[src/rtl/drum_pkg.sv]
// drum_pkg: shared FSM states, widths and gain-smoothing helper for the drum voice player.
package drum_pkg;
    localparam int GAIN_W      = 10;
    localparam int SAMPLE_W    = 16;
    localparam int GAIN_SHIFT  = 10;
    localparam int SMOOTH_STEP = 8;
    typedef enum logic [2:0] {IDLE, WAIT_TICK, READ, SCALE, EMIT} state_t;
    // Moves cur toward tgt by at most SMOOTH_STEP, landing exactly on tgt when close.
    function automatic logic [GAIN_W-1:0] smooth_toward(input logic [GAIN_W-1:0] cur,
                                                        input logic [GAIN_W-1:0] tgt);
        logic             up;
        logic [GAIN_W-1:0] diff;
        up   = tgt > cur;
        diff = up ? tgt - cur : cur - tgt;
        return (diff > GAIN_W'(SMOOTH_STEP)) ?
               (up ? cur + GAIN_W'(SMOOTH_STEP) : cur - GAIN_W'(SMOOTH_STEP)) : tgt;
    endfunction
endpackage

[src/rtl/drum_gain_mult.sv]
// drum_gain_mult: registered signed sample x unsigned gain, arithmetic shift down to sample width.
module drum_gain_mult
    import drum_pkg::*;
(
    input  logic                       clk,
    input  logic                       reset_n,
    input  logic                       i_en,
    input  logic signed [SAMPLE_W-1:0] i_sample,
    input  logic        [GAIN_W-1:0]   i_gain,
    output logic signed [SAMPLE_W-1:0] o_sample
);
    logic signed [SAMPLE_W+GAIN_W:0] w_prod;
    assign w_prod = i_sample * $signed({1'b0, i_gain});
    always_ff @(posedge clk or negedge reset_n) begin
        if (!reset_n) o_sample <= '0;
        else if (i_en) o_sample <= SAMPLE_W'(w_prod >>> GAIN_SHIFT);
    end
endmodule

[src/rtl/drum_voice_player.sv]
// drum_voice_player: tick-paced one-shot sample player with retrigger and gain scaling.
// Define DRUM_PLAYER_SMOOTH_EN to slew the applied gain toward the gain input.
module drum_voice_player
    import drum_pkg::*;
#(
    parameter int ADDR_W     = 14,
    parameter int SAMPLE_LEN = 8192
) (
    input  logic                       clk,
    input  logic                       reset_n,
    input  logic                       audio_tick,
    input  logic                       trigger,
    input  logic        [GAIN_W-1:0]   gain,
    output logic                       rom_rd,
    output logic        [ADDR_W-1:0]   rom_addr,
    input  logic signed [SAMPLE_W-1:0] rom_data,
    output logic signed [SAMPLE_W-1:0] sample_out,
    output logic                       sample_valid,
    output logic                       busy
);
    state_t            r_state, w_next;
    logic              r_trig_q, r_pend, r_busy;
    logic [ADDR_W-1:0] r_ptr;
    logic [GAIN_W-1:0] w_gain;
    logic              w_edge, w_tick, w_restart, w_last, w_to_idle;

    assign w_edge    = trigger & ~r_trig_q;
    assign w_tick    = audio_tick & (r_state == IDLE || r_state == WAIT_TICK);
    assign w_restart = w_tick & (r_pend | w_edge);
    assign w_last    = r_ptr == ADDR_W'(SAMPLE_LEN - 1);
    assign w_to_idle = (r_state == EMIT) & (~r_busy | (w_last & ~r_pend & ~w_edge));
    assign busy      = r_busy;

    always_ff @(posedge clk or negedge reset_n) begin
        if (!reset_n) r_state <= IDLE;
        else r_state <= w_next;
    end

    always_comb begin
        w_next = r_state;
        case (r_state)
            IDLE, WAIT_TICK: if (w_tick) w_next = READ;
            READ:            w_next = SCALE;
            SCALE:           w_next = EMIT;
            EMIT:            w_next = w_to_idle ? IDLE : WAIT_TICK;
            default:         w_next = IDLE;
        endcase
    end

    always_ff @(posedge clk or negedge reset_n) begin
        if (!reset_n) begin
            r_trig_q     <= 1'b0;
            r_pend       <= 1'b0;
            r_busy       <= 1'b0;
            r_ptr        <= '0;
            rom_rd       <= 1'b0;
            rom_addr     <= '0;
            sample_valid <= 1'b0;
        end else begin
            r_trig_q     <= trigger;
            r_pend       <= w_tick ? 1'b0 : (r_pend | w_edge);
            rom_rd       <= w_tick & (w_restart | r_busy);
            sample_valid <= r_state == SCALE;
            if (w_tick & (w_restart | r_busy)) rom_addr <= w_restart ? '0 : r_ptr;
            if (w_restart) r_ptr <= '0;
            else if ((r_state == EMIT) & r_busy & ~w_last) r_ptr <= r_ptr + 1'b1;
            if (w_restart) r_busy <= 1'b1;
            else if (w_to_idle) r_busy <= 1'b0;
        end
    end

`ifdef DRUM_PLAYER_SMOOTH_EN
    logic [GAIN_W-1:0] r_gain_eff;
    always_ff @(posedge clk or negedge reset_n) begin
        if (!reset_n) r_gain_eff <= '0;
        else if (w_tick) r_gain_eff <= smooth_toward(r_gain_eff, gain);
    end
    assign w_gain = r_gain_eff;
`else
    logic [GAIN_W-1:0] r_gain_smp;
    always_ff @(posedge clk or negedge reset_n) begin
        if (!reset_n) r_gain_smp <= '0;
        else if (w_tick) r_gain_smp <= gain;
    end
    assign w_gain = r_gain_smp;
`endif

    // Idle ticks (r_busy low) scale a forced zero so the output cadence never changes.
    drum_gain_mult u_mult (
        .clk      (clk),
        .reset_n  (reset_n),
        .i_en     (r_state == SCALE),
        .i_sample (r_busy ? rom_data : SAMPLE_W'(0)),
        .i_gain   (w_gain),
        .o_sample (sample_out)
    );
endmodule

[config.mk]
export PLATFORM = sky130hd
export DESIGN_NAME = drum_voice_player
export DESIGN_NICKNAME = d
export VERILOG_FILES = /design/src/rtl/drum_pkg.sv /design/src/rtl/drum_gain_mult.sv /design/src/rtl/drum_voice_player.sv
export SDC_FILE = /design/constraint.sdc
export NUM_CORES = 1
export LEC_CHECK = 0
export ABC_CLOCK_PERIOD_IN_PS = 5500
export BUFFER_PORTS_ARGS = -buffer_cell sky130_fd_sc_hd__buf_4
export CAP_MARGIN = 20
export CORE_MARGIN = 2
export CORE_UTILIZATION = 50
export CTS_BUF_LIST = sky130_fd_sc_hd__clkbuf_4 sky130_fd_sc_hd__clkbuf_8
export DETAILED_ROUTE_END_ITERATION = 8
export PLACE_DENSITY = 0.71
export SYNTH_ARGS = -nofsm -noshare
export SYNTH_HDL_FRONTEND = slang
export SYNTH_SLANG_ARGS = --single-unit
export TNS_END_PERCENT = 1
[constraint.sdc]
create_clock -name clk -period 5.5 [get_ports clk]
set_clock_uncertainty 0.2 [all_clocks]
set_input_delay 0 -clock clk [delete_from_list [all_inputs] [get_ports clk]]
set_output_delay 0 -clock clk [all_outputs]
set_load 0.02 [all_outputs]
== Word level (Yosys, flattened, before mapping) ==
Cells that the tools add are included.
Storage, ports and cells
  register bits after elaboration: 62
  logic and storage cells: 50
Cells by class
  add/subtract/negate cells: 1
  multipliers: 1
  equality and inequality tests: 6
  multiplexer cells: 10
  bitwise logic cells: 17
  reductions and logical operators: 5
Operator list (count)
  14-bit 2-to-1 mux: 3
  16-bit by 11-bit multiplier with 26-bit output: 1
  16-bit 2-to-1 mux: 1
  14-bit by 1-bit adder with 14-bit output (second input constant): 1
  14-bit by 13-bit equality test with 1-bit output (second input constant): 1
  3-bit one-hot mux with 4 select lines: 1
  1-bit bitwise AND: 9
  3-bit by 2-bit equality test with 1-bit output (second input constant): 2
  1-bit NOT: 5
  1-bit 2-to-1 mux: 4
  2-bit nonzero test: 2
  3-bit by 1-bit equality test with 1-bit output (second input constant): 1
  3-bit equality test (second input constant): 1
  3-bit logical NOT: 1
  3-bit 2-to-1 mux: 1
  1-bit bitwise OR: 3
  2-bit inequality test (second input constant): 1
  2-bit OR reduction: 1
  1-bit logical OR: 1

== Logic depth before layout (Yosys ltp) ==
Gate-level depths: netlist of the first run.
  word-level depth: 8
  depth in mapped cells: 24
  depth with buffers taken out: 20

== Cells and area by module ==
Synthesis of the first run repeated with hierarchy kept, for this count alone.
Unflattened totals
  cell total of the unflattened synthesis: 930
  area total of the unflattened synthesis: 8609.5 µm²
By module, submodules not included
  drum_gain_mult: instances 1, cells each 728, area an instance 6515.0 µm², sequential area each 400.4 µm²
  drum_voice_player: instances 1, cells each 202, area an instance 2094.5 µm², sequential area each 1151.1 µm²

== Least setup slack after synthesis of the first run ==
Ideal clock, no wire load.
  kind: register to register
  start point: register r_busy, in the netlist busy
  end point: register u_mult.o_sample[13]
  arrival: 5584 ps
  data required time: 5231 ps
  setup slack: -353 ps
  cell stages (with the launch flop): 22
  path buffers: 3
  clock period less this slack: 5853 ps
  cell sequence: dfrtp_1 -> buf_2 -> clkbuf_1 -> and2_1 -> clkbuf_1 -> nand2_1 -> fa_1 -> inv_1 -> fa_1 -> fa_1 -> fa_1 -> inv_1 -> fa_1 -> inv_1 -> ha_1 -> nand3_1 -> nor2_1 -> o211ai_1 -> o311a_4 -> o31a_1 -> or4_1 -> nand3_1
On the way
  longest elaborated chain between the ends: 2
RTL lines
  from (decl): line drum_voice_player.sv:22  | logic r_trig_q, r_pend, r_busy;
  from (signal assigned): line drum_voice_player.sv:54  | r_busy <= 1'b0;
  from (signal assigned): line drum_voice_player.sv:67  | if (w_restart) r_busy <= 1'b1;
  from (signal assigned): line drum_voice_player.sv:68  | else if (w_to_idle) r_busy <= 1'b0;
  16-bit 2-to-1 mux: line drum_voice_player.sv:93  | .i_sample (r_busy ? rom_data : SAMPLE_W'(0)),
  16-bit by 11-bit multiplier with 26-bit output: line drum_gain_mult.sv:13  | assign w_prod = i_sample * $signed({1'b0, i_gain});
  to (signal assigned): line drum_gain_mult.sv:16  | else if (i_en) o_sample <= SAMPLE_W'(w_prod >>> GAIN_SHIFT);
  to (decl): line drum_gain_mult.sv:10  | output logic signed [SAMPLE_W-1:0] o_sample
Every way passes these cells.
A chain may end at the register's enable or synchronous reset.

== Worst setup path in the final report of the first run ==
Same ends and word-level chain as after synthesis.

==> run metrics, run 1 <==
grt ovf=0; first-pass GRT wire length=33700 um; routed via count=~6.6k; Clock transition at path regs=90 ps; drt total wl=~19000 um; WP data arrival=roughly 5500 ps; multiplexer share of the synthesized area=0.0158; share of the synthesized area in the top cell type=0.335; worst min path class=input port to async pin; worst path required time=between 5000 and 6000 ps; CTS root buffer=clkbuf_8; drt wl/cell=approximately 16 um; Worst setup EP type=register; first-pass iteration count of the detailed router=4; GRT Overall Usage=0.237; area grow syn2layout=19.7%; Post-Syn Area=about 8400 um^2; ys flop type=dfrtp_1; Slew Limit Fails=0; TritonCTS Sinks=62; hpwl dp=15000 um; Max Clk Rate=around 0.19 GHz; share of layout cells above drive strength 1=0.199; I/O Buffers=just over 60; Inserted Diodes=0; clk buf depth=2; Residual DRC=0; largest family of logic cells by synthesized area=adder cells; Critical Path Slowest Stage Cell=fa_1; Final Hold Fails=0; Synth Area in Compound Gates=0.0774; Clock Latency Late Sink=350 ps; CTS Buf Count=9; Yosys top cell by area=fa_1; Async S/R FF share, synth=1.00; sequential share of the synthesized area=0.184; die area=17900 um^2; Syn Area/Cell=9.13 um^2; Yosys cell types=45; Slew @ Worst Pin=808 ps; Core ar.=roughly 17000 um^2; Syn Inst Count=between 900 and 1k; Post-synth EDFFs=0; row cnt=47; post-synthesis simple-gate area fraction=0.175; Max Cap Violations=0; routability cong.=~0.87; XOR/XNOR Fraction of Synth Area=0.0281; post-route clock period utilization=0.981; Crit Path Category=register to register; CP Max Fanout=16; Final min period=around 5400 ps; NumNets Final=between 1k and 1.5k; Slowest Stage Delay on Critical Path=around 570 ps; H-tree Lvls=3; critical-path cell list=buf_8, buf_12, and2_4, nand2_1, fa_1, fa_2, inv_1, fa_1, fa_1, fa_1, ha_4, nand2_1, nor2_1, a211oi_1, o311a_4, o31a_1, or4_1, nand3_1; Final Setup Violations=0; Initial DRC Count=between 300 and 400; most area-consuming cells after synthesis=fa_1 (34%), dfrtp_1 (18%), ha_1 (8.3%); top-count cell post-synth=inv_1; fillcell total=1437; dpl cells=between 1k and 1.5k; vias in the first global route=between 7k and 8k; YS warnings=0; die width=roughly 130 um; slew margin rel.=0.462; RSZ-0062 raised after global routing=yes; Synth Net Count=1149; status=complete, no violations; TritonCTS clock tree=yes; Adder-Cell Fraction of Synth Area=0.418; Routed Antenna Nets=0; R2R Path Start=busy$_DFFE_PN0P_; most frequent CP cell=fa_1; critical path startpoint=busy$_DFFE_PN0P_; Initial Util=0.510; largest net degree at the start of global routing=63; Die Y=approximately 130 um; initial antenna violation count=0; Layout Cells excl Fill=1245; #FFs+latches synth=62; # IOs=63; Via density=approximately 5.3; crit start category=register; Commonest cells post-synth=inv_1 (174), fa_1 (141), nand2_1 (120), and3_1 (81), dfrtp_1 (62)
==> per-layer routing <==
metal  global-route usage  vias up  part of all wire
li1                     -     3115                 -
met1                0.301     3314              0.40
met2                0.424      141              0.52
met3               0.0240       39             0.044
met4               0.0810        0             0.032
met5                    0        -                 0
==> critical path: cells and delay by family, from the launching register on <==
| kind | cells | cell delay (ps) |
|---|---|---|
| compound gates | 3 | 790 |
| flops | 1 | 380 |
| buf+inv | 3 | 330 |
| fa+ha+maj | 6 | 2680 |
| simple gates | 6 | 950 |
==> sequential cells by signal (all words and copies together), names as in the netlist <==
name / count
u_mult.o_sample: 16
rom_addr: 14
busy: 1
r_state: 3
r_gain_smp: 10
r_ptr: 14
r_trig_q: 1
r_pend: 1
rom_rd: 1
sample_valid: 1
==> cell usage in the layout (no fill, tap or decap), types with 20 or more instances in the layout <==
cell type and instances:
nand3_1 25, ha_1 48, and3_1 80, a21oi_1 20, nor2_1 22, fa_1 137
nand2_1 118, inv_1 172, dfrtp_1 56, o21ai_0 36, buf_4 117
==> stage by stage <==
stage               worst slack, ps  cell area, um^2   util  TNS (ps)  hold WS (ps)
floorplan                      25.4             8460      -         0          -496
global placement               9.14             9400  0.569         0         -65.3
detailed placement            -95.7             9400  0.569      -311         -60.8
CTS                            12.9             9770  0.591         0          99.0
global route                  -67.9            10100  0.610      -246           147
finish                          103            10100  0.610         0          62.4
==> worst paths after layout <==
path / end / slack [ps] / depth (start not counted)
min reg2reg: rom_addr[8]$_DFFE_PN0P_ / 290 / 2
max reg2reg: u_mult.o_sample[13]$_DFFE_PN0P_ / 100 / 18
max: u_mult.o_sample[13]$_DFFE_PN0P_ / 100 / 18
max in group asynchronous: r_gain_smp[4]$_DFFE_PN0P_ / 4440 / 2
min: rom_addr[1]$_DFFE_PN0P_ / 60 / 2
min in group clk: r_trig_q$_DFF_PN0_ / 140 / 2
==> cell type report <==
| class | count | area [um^2] | share of cell area |
|---|---|---|---|
| clock inverters | 7 | 56.3 | 0.00559 |
| flip-flops and latches | 62 | 1560 | 0.155 |
| well taps | 220 | 275 | 0.0273 |
| repair buffers | 139 | 1160 | 0.115 |
| multi-input cells | 634 | 6240 | 0.620 |
| inverters | 174 | 653 | 0.0648 |
| clock buffers | 9 | 124 | 0.0123 |
==> cell families (layout without fill, tap and decap cells) <==
group / after synthesis / in the layout
AND/OR/NAND/NOR: 295 / 295
buffers and inverters: 226 / 329
adder cells (fa/ha/maj): 197 / 197
AO/OA/AOI/OAI: 103 / 103
flip-flops: 62 / 62
XOR/XNOR: 27 / 27
multiplexers: 12 / 12
==> what timing repair did <==
action | in CTS | in global routing
gates cloned | 0 | 2
buffers inserted | 5 | 4
endpoints found under the hold margin | 77 | 0
pin swaps | 6 | 33
resized for setup | 9 | 54
hold buffers | 13 | 0
endpoints found under the setup margin | 6 | 14
Power of run 1 is not shown: default switching activity piles up to over one toggle a cycle in this logic, so the estimate is an artifact.
==> run 2: changes to the inputs <==
- PLACE_DENSITY: 0.71 -> 0.67
==> run 2 against run 1 <==
Net effect:
- flip-flop and latch count did not move
- critical endpoint is now u_mult.o_sample[15]$_DFFE_PN0P_
- first-iteration DRC count fell by 9.6%
- critical path depth fell by 2
- die area did not move
- sequential share of layout area rose by 0.24 points
- count of clock-buffer cells in the layout did not move
- cell count fell by 1.4%
- worst hold slack improved by 24 ps
- routed wire length rose by 1.9%
- core utilization fell by 0.92 points
==> run metrics, run 2 (synthesis gave the netlist of run 1 again) <==
delay-heaviest family, CP=adder cells; crit start category=register; row cnt=47 (unchanged); Max Clk Rate=0.183 GHz (-1.3%); Residual DRC=0 (unchanged); Initial Util=0.510 (unchanged); R2R Path Start=busy$_DFFE_PN0P_; fillcell total=1445 (+0.56%); CP Buf/Inv Count=4 (+1); worst min path class=input port to async pin; Die Y=134 um (unchanged); Placement Setup Slack=-34.5 ps (+61.2 ps); dpl cells=1189 (-1.2%); Top Registers=u_mult.o_sample: 16 flops, r_ptr: 14 flops, rom_addr: 14 flops; Final Setup Violations=0 (unchanged); Layout Cells excl Fill=1228 (-1.4%); first-pass GRT wire length=34000 um (+0.88%); Final min period=5470 ps (+71.2 ps); H-tree Lvls=3 (unchanged); routability cong.=0.871 (+0.54%); Slew @ Worst Pin=1020 ps (+209 ps); routed via count=6577 (-0.48%); largest net degree at the start of global routing=63 (unchanged); TritonCTS clock tree=yes; max reg flops=16 (unchanged); Final Hold Fails=0 (unchanged); FF-to-FF path depth=16 (-2); hpwl dp=15400 um (+2.7%); Slowest Stage Delay on Critical Path=580 ps (about the same); grt ovf=0 (unchanged); NumNets Final=1230 (-1.4%); commonest non-fill, non-tap cell in the layout=inv_1; area grow syn2layout=17.9%; CTS Buf Count=9 (unchanged); slew margin rel.=0.320 (-0.142); # IOs=63 (unchanged); Routed Antenna Nets=0 (unchanged); Via density=5.36 (+0.89%); Clock Latency Late Sink=360 ps (about the same); I/O Buffers=62 (unchanged); FF/Latch Area=1560 um^2 (unchanged); Critical Path Slowest Stage Cell=fa_1; R2R Setup Slk=30 ps (-70 ps); Worst setup EP type=register; vias in the first global route=7123 (-0.028%); Inserted Diodes=0 (unchanged); die area=17900 um^2 (unchanged); share of layout cells above drive strength 1=0.181 (-0.0185); reg2reg end=u_mult.o_sample[15]$_DFFE_PN0P_; TritonCTS Sinks=62 (unchanged); Core ar.=16500 um^2 (unchanged); drt wl/cell=16.1 um (+3.3%); post-route cell area=9920 um^2 (-1.5%); Clock transition at path regs=80 ps (about the same); critical-path cell list=buf_12, buf_12, and3_1, fa_1, fa_1, fa_1, fa_1, inv_1, fa_1, inv_1, ha_4, nand3_4, o311a_4, o41ai_4, a41oi_2, a31oi_1; Crit Path Category=register to register; largest register by flop count=u_mult.o_sample; Post-DP Area=9260 um^2 (-1.5%); initial antenna violation count=0 (unchanged); post-route clock period utilization=0.994 (+0.0129); status=complete, no violations; Slew Limit Fails=0 (unchanged); worst path required time=5570 ps (-20 ps); CP Max Fanout=16 (unchanged); RSZ-0062 raised after global routing=yes; Max Cap Violations=0 (unchanged); die width=134 um (unchanged); Initial DRC Count=331 (-9.6%); drt total wl=19800 um (+1.9%); most frequent CP cell=fa_1; footprint of the multi-input gates=6200 um^2 (-0.76%); final worst slack=31.3 ps (-71.2 ps); CTS root buffer=clkbuf_8; clk buf depth=2 (unchanged); GRT Overall Usage=0.240 (+0.00249); first-pass iteration count of the detailed router=5 (+1); most frequent cells in the layout=inv_1 (174), fa_1 (138), nand2_1 (116); WP data arrival=5540 ps (+50 ps)
==> run 2: changes by cell type in the layout (fill, tap and decap cells not counted), moves of 3 or more <==
cell,previous run,this run
buf_4,117,104
ha_4,8,4
nand2_2,1,4
ha_1,48,52
o21ai_1,2,5
==> run 2: per-layer routing <==
metal / track usage / up-vias / wire length [um]
li1: - / 3083 / -
met1: 0.298 / 3305 / 8130
met2: 0.431 / 142 / 10300
met3: 0.0266 / 47 / 670
met4: 0.0892 / 0 / 628
met5: 0 / - / 0
==> run 2: cell type report <==
| class | instances | share of cell area |
|---|---|---|
| Clock inverter | 7 | 0.0105 |
| Sequential cell | 62 | 0.157 |
| Clock buffer | 9 | 0.0125 |
| Inverter | 174 | 0.0658 |
| Timing Repair Buffer | 122 | 0.102 |
| Tap cell | 220 | 0.0277 |
| Multi-Input combinational cell | 634 | 0.624 |
==> run 2: how the worst max path moves through the flow <==
stage                     start                               to  slack, ps  cells past startpoint
2_1_floorplan  busy$_DFFE_PN0P_  u_mult.o_sample[15]$_DFFE_PN0P_         30                     20
3_3_place_gp   busy$_DFFE_PN0P_  u_mult.o_sample[15]$_DFFE_PN0P_         40                     17
3_5_place_dp   busy$_DFFE_PN0P_  u_mult.o_sample[13]$_DFFE_PN0P_        -30                     19
4_1_cts        busy$_DFFE_PN0P_  u_mult.o_sample[13]$_DFFE_PN0P_          2                     18
5_1_grt        busy$_DFFE_PN0P_  u_mult.o_sample[15]$_DFFE_PN0P_       -140                     17
6_report       busy$_DFFE_PN0P_  u_mult.o_sample[15]$_DFFE_PN0P_         30                     16
==> run 2: metrics by stage <==
step                 util  hold slack [ps]  setup TNS, ps
global placement    0.561            -66.7              0
global route        0.601              101           -613
detailed placement  0.561            -66.4          -62.4
CTS                 0.583             96.3              0
floorplan               -             -496              0
finish              0.601             86.2              0
==> run 2: repair_timing <==
action	in CTS	in global routing
hold buffers	13	0
endpoints found under the hold margin	77	0
setup buffers	0	7
pin swaps	3	29
endpoints found under the setup margin	6	13
cloned	0	3
gates resized for setup	10	46
Power of run 2 is left out for the same reason.
==> run 3: changes to the inputs <==
- ABC_CLOCK_PERIOD_IN_PS: 5500 -> 6600
- CORE_UTILIZATION: 50 -> 64
- PLACE_DENSITY: 0.67 -> 0.8
- clock period: 5.5 -> 6.6 ns (I/O delays scaled with it)
==> run 3 against run 2 <==
Net effect:
- core utilization up 13 points
- setup slack improved by 470 ps
- first-iteration DRC count increased by 49%
- routed wire length shrank 4.8%
- cell count fell by 7.4%
- die area decreased by 21%
- critical path depth rose by 3
- sequential share of layout area rose by 1.1 points
- critical path type unchanged
- highest routed layer unchanged
==> run metrics, run 3 (synthesis gave the netlist of run 1 again) <==
Core ar.=12700 um^2 (-23%); Residual DRC=0 (unchanged); Die Y=119 um (-11%); FF-to-FF path depth=19 (+3); Final min period=6100 ps (+629 ps); most frequent CP cell=fa_1; die area=14100 um^2 (-21%); first-pass iteration count of the detailed router=6 (+1); Final Hold Fails=0 (unchanged); GRT Overall Usage=0.296 (+0.0564); largest register by flop count=u_mult.o_sample; Clock transition at path regs=90 ps (about the same); initial antenna violation count=1 (+1); PostCTS Resize Cnt=0 (-10); I/O Buffers=62 (unchanged); drt total wl=18800 um (-4.8%); Initial DRC Count=492 (+49%); area grow syn2layout=10.0%; CTS root buffer=clkbuf_8; max reg flops=16 (unchanged); # IOs=63 (unchanged); Inserted Diodes=0 (unchanged); drt wl/cell=16.6 um (+2.8%); H-tree Lvls=3 (unchanged); commonest non-fill, non-tap cell in the layout=inv_1; final worst slack=502 ps (+471 ps); Critical Path Slowest Stage Cell=dfrtp_2; Slowest Stage Delay on Critical Path=700 ps (+120 ps); Placement Setup Slack=568 ps (+603 ps); R2R Setup Slk=500 ps (+470 ps); critical path startpoint=busy$_DFFE_PN0P_; TritonCTS Sinks=62 (unchanged); hpwl dp=14500 um (-6.0%); row cnt=41 (-13%); crit start category=register; routability cong.=0.892 (+2.4%); Crit Path Category=register to register; grt ovf=0 (unchanged); R2R Path Start=busy$_DFFE_PN0P_; most frequent cells in the layout=inv_1 (174), fa_1 (141), nand2_1 (120); Via density=5.68 (+6.1%); Max Cap Violations=0 (unchanged); Final Setup Violations=0 (unchanged); clk buf depth=2 (unchanged); TritonCTS clock tree=yes; NumNets Final=1187 (-3.5%); WP data arrival=6210 ps (+670 ps); Clock Latency Late Sink=380 ps (+20 ps); WHS=45.1 ps (-41.1 ps); post-route clock period utilization=0.924 (-0.0704); Initial Util=0.662 (+0.152); worst min path class=input port to async pin; slew margin rel.=0.358 (+0.0388); Slew @ Worst Pin=959 ps (-58.0 ps); critical-path cell list=buf_12, and2_1, nand2_1, fa_1, fa_1, inv_1, fa_1, fa_1, inv_1, fa_1, inv_1, ha_1, nand3_1, nor2_1, o211ai_1, o311a_4, o31a_1, or4_1, nand3_1; final setup TNS=0 ps (unchanged); CTS Buf Count=9 (unchanged); Routed Antenna Nets=0 (unchanged); routed via count=6463 (-1.7%); fillcell total=1007 (-30%); reg2reg end=u_mult.o_sample[13]$_DFFE_PN0P_; status=complete, no violations; vias in the first global route=6791 (-4.7%); die width=119 um (-11%); share of layout cells above drive strength 1=0.102 (-0.0790); largest net degree at the start of global routing=63 (unchanged); Slew Limit Fails=0 (unchanged); Max Clk Rate=0.164 GHz (-10%); CP Max Fanout=48 (+32); Top Registers=u_mult.o_sample: 16 flops, r_ptr: 14 flops, rom_addr: 14 flops; worst path required time=6710 ps (+1140 ps); Worst setup EP type=register; first-pass GRT wire length=32800 um (-3.4%); worst setup path end=u_mult.o_sample[13]$_DFFE_PN0P_; RSZ-0062 raised after global routing=no
-- run 3: changes by cell type in the layout (fill, tap and decap cells not counted), moves of 5 or more --
cell     before  now
dfrtp_1      56   61
buf_4       104   65
a21oi_1      19   25
and2_4        9    0
dfrtp_2       6    1
a21oi_2       6    0
and2_1        1   11
-- run 3: per-stage QoR --
| stage | area, um^2 | std cells | util |
|---|---|---|---|
| final | 9260 | 1137 | 0.728 |
| after global routing | 9260 | 1137 | 0.728 |
| after CTS | 9260 | 1137 | 0.728 |
| after detailed placement | 8940 | 1108 | 0.703 |
| after global placement | 8940 | 1108 | 0.703 |
| after floorplan | 8420 | 922 | - |
-- run 3: cell type report --
| class | instances | area (um^2) | area share |
|---|---|---|---|
| multi-input combinational | 634 | 6010 | 0.649 |
| inverter | 174 | 653 | 0.0705 |
| timing repair buffer | 79 | 638 | 0.0689 |
| sequential | 62 | 1550 | 0.168 |
| clock buffer | 9 | 124 | 0.0134 |
| tap | 172 | 215 | 0.0232 |
| clock inverter | 7 | 65.1 | 0.00702 |
-- run 3: worst min path at each step --
| stage | slack (ps) | end |
|---|---|---|
| 4_1_cts | 70 | rom_addr[0]$_DFFE_PN0P_ |
| 3_3_place_gp | -70 | rom_addr[0]$_DFFE_PN0P_ |
| 5_1_grt | 120 | rom_addr[0]$_DFFE_PN0P_ |
| 3_5_place_dp | -70 | r_trig_q$_DFF_PN0_ |
| 6_report | 50 | rom_addr[0]$_DFFE_PN0P_ |
| 2_1_floorplan | -500 | busy$_DFFE_PN0P_ |
-- run 3: metal layers --
metal  routed length, um  up-vias  track usage  share of wire
met3                1040       70       0.0516          0.055
met4                 951        0        0.142          0.051
li1                    -     2995            -              -
met2                9300      236        0.493           0.49
met1                7520     3162        0.376           0.40
met5                   0        -            0              0
-- run 3: worst max-delay path: cells and delay by family (launching register included) --
kind	cells	cell delay [ps]
buffers and inverters	4	410
adder cells (fa/ha/maj)	6	2830
AO/OA/AOI/OAI	3	640
AND/OR/NAND/NOR	6	1240
flip-flops	1	700
-- run 3: what timing repair did --
item	CTS	global route
hold buffers	13	0
hold endpoints to repair	77	0
endpoints found under the setup margin	0	0
setup buffers	0	0
Power of run 3 is left out for the same reason.
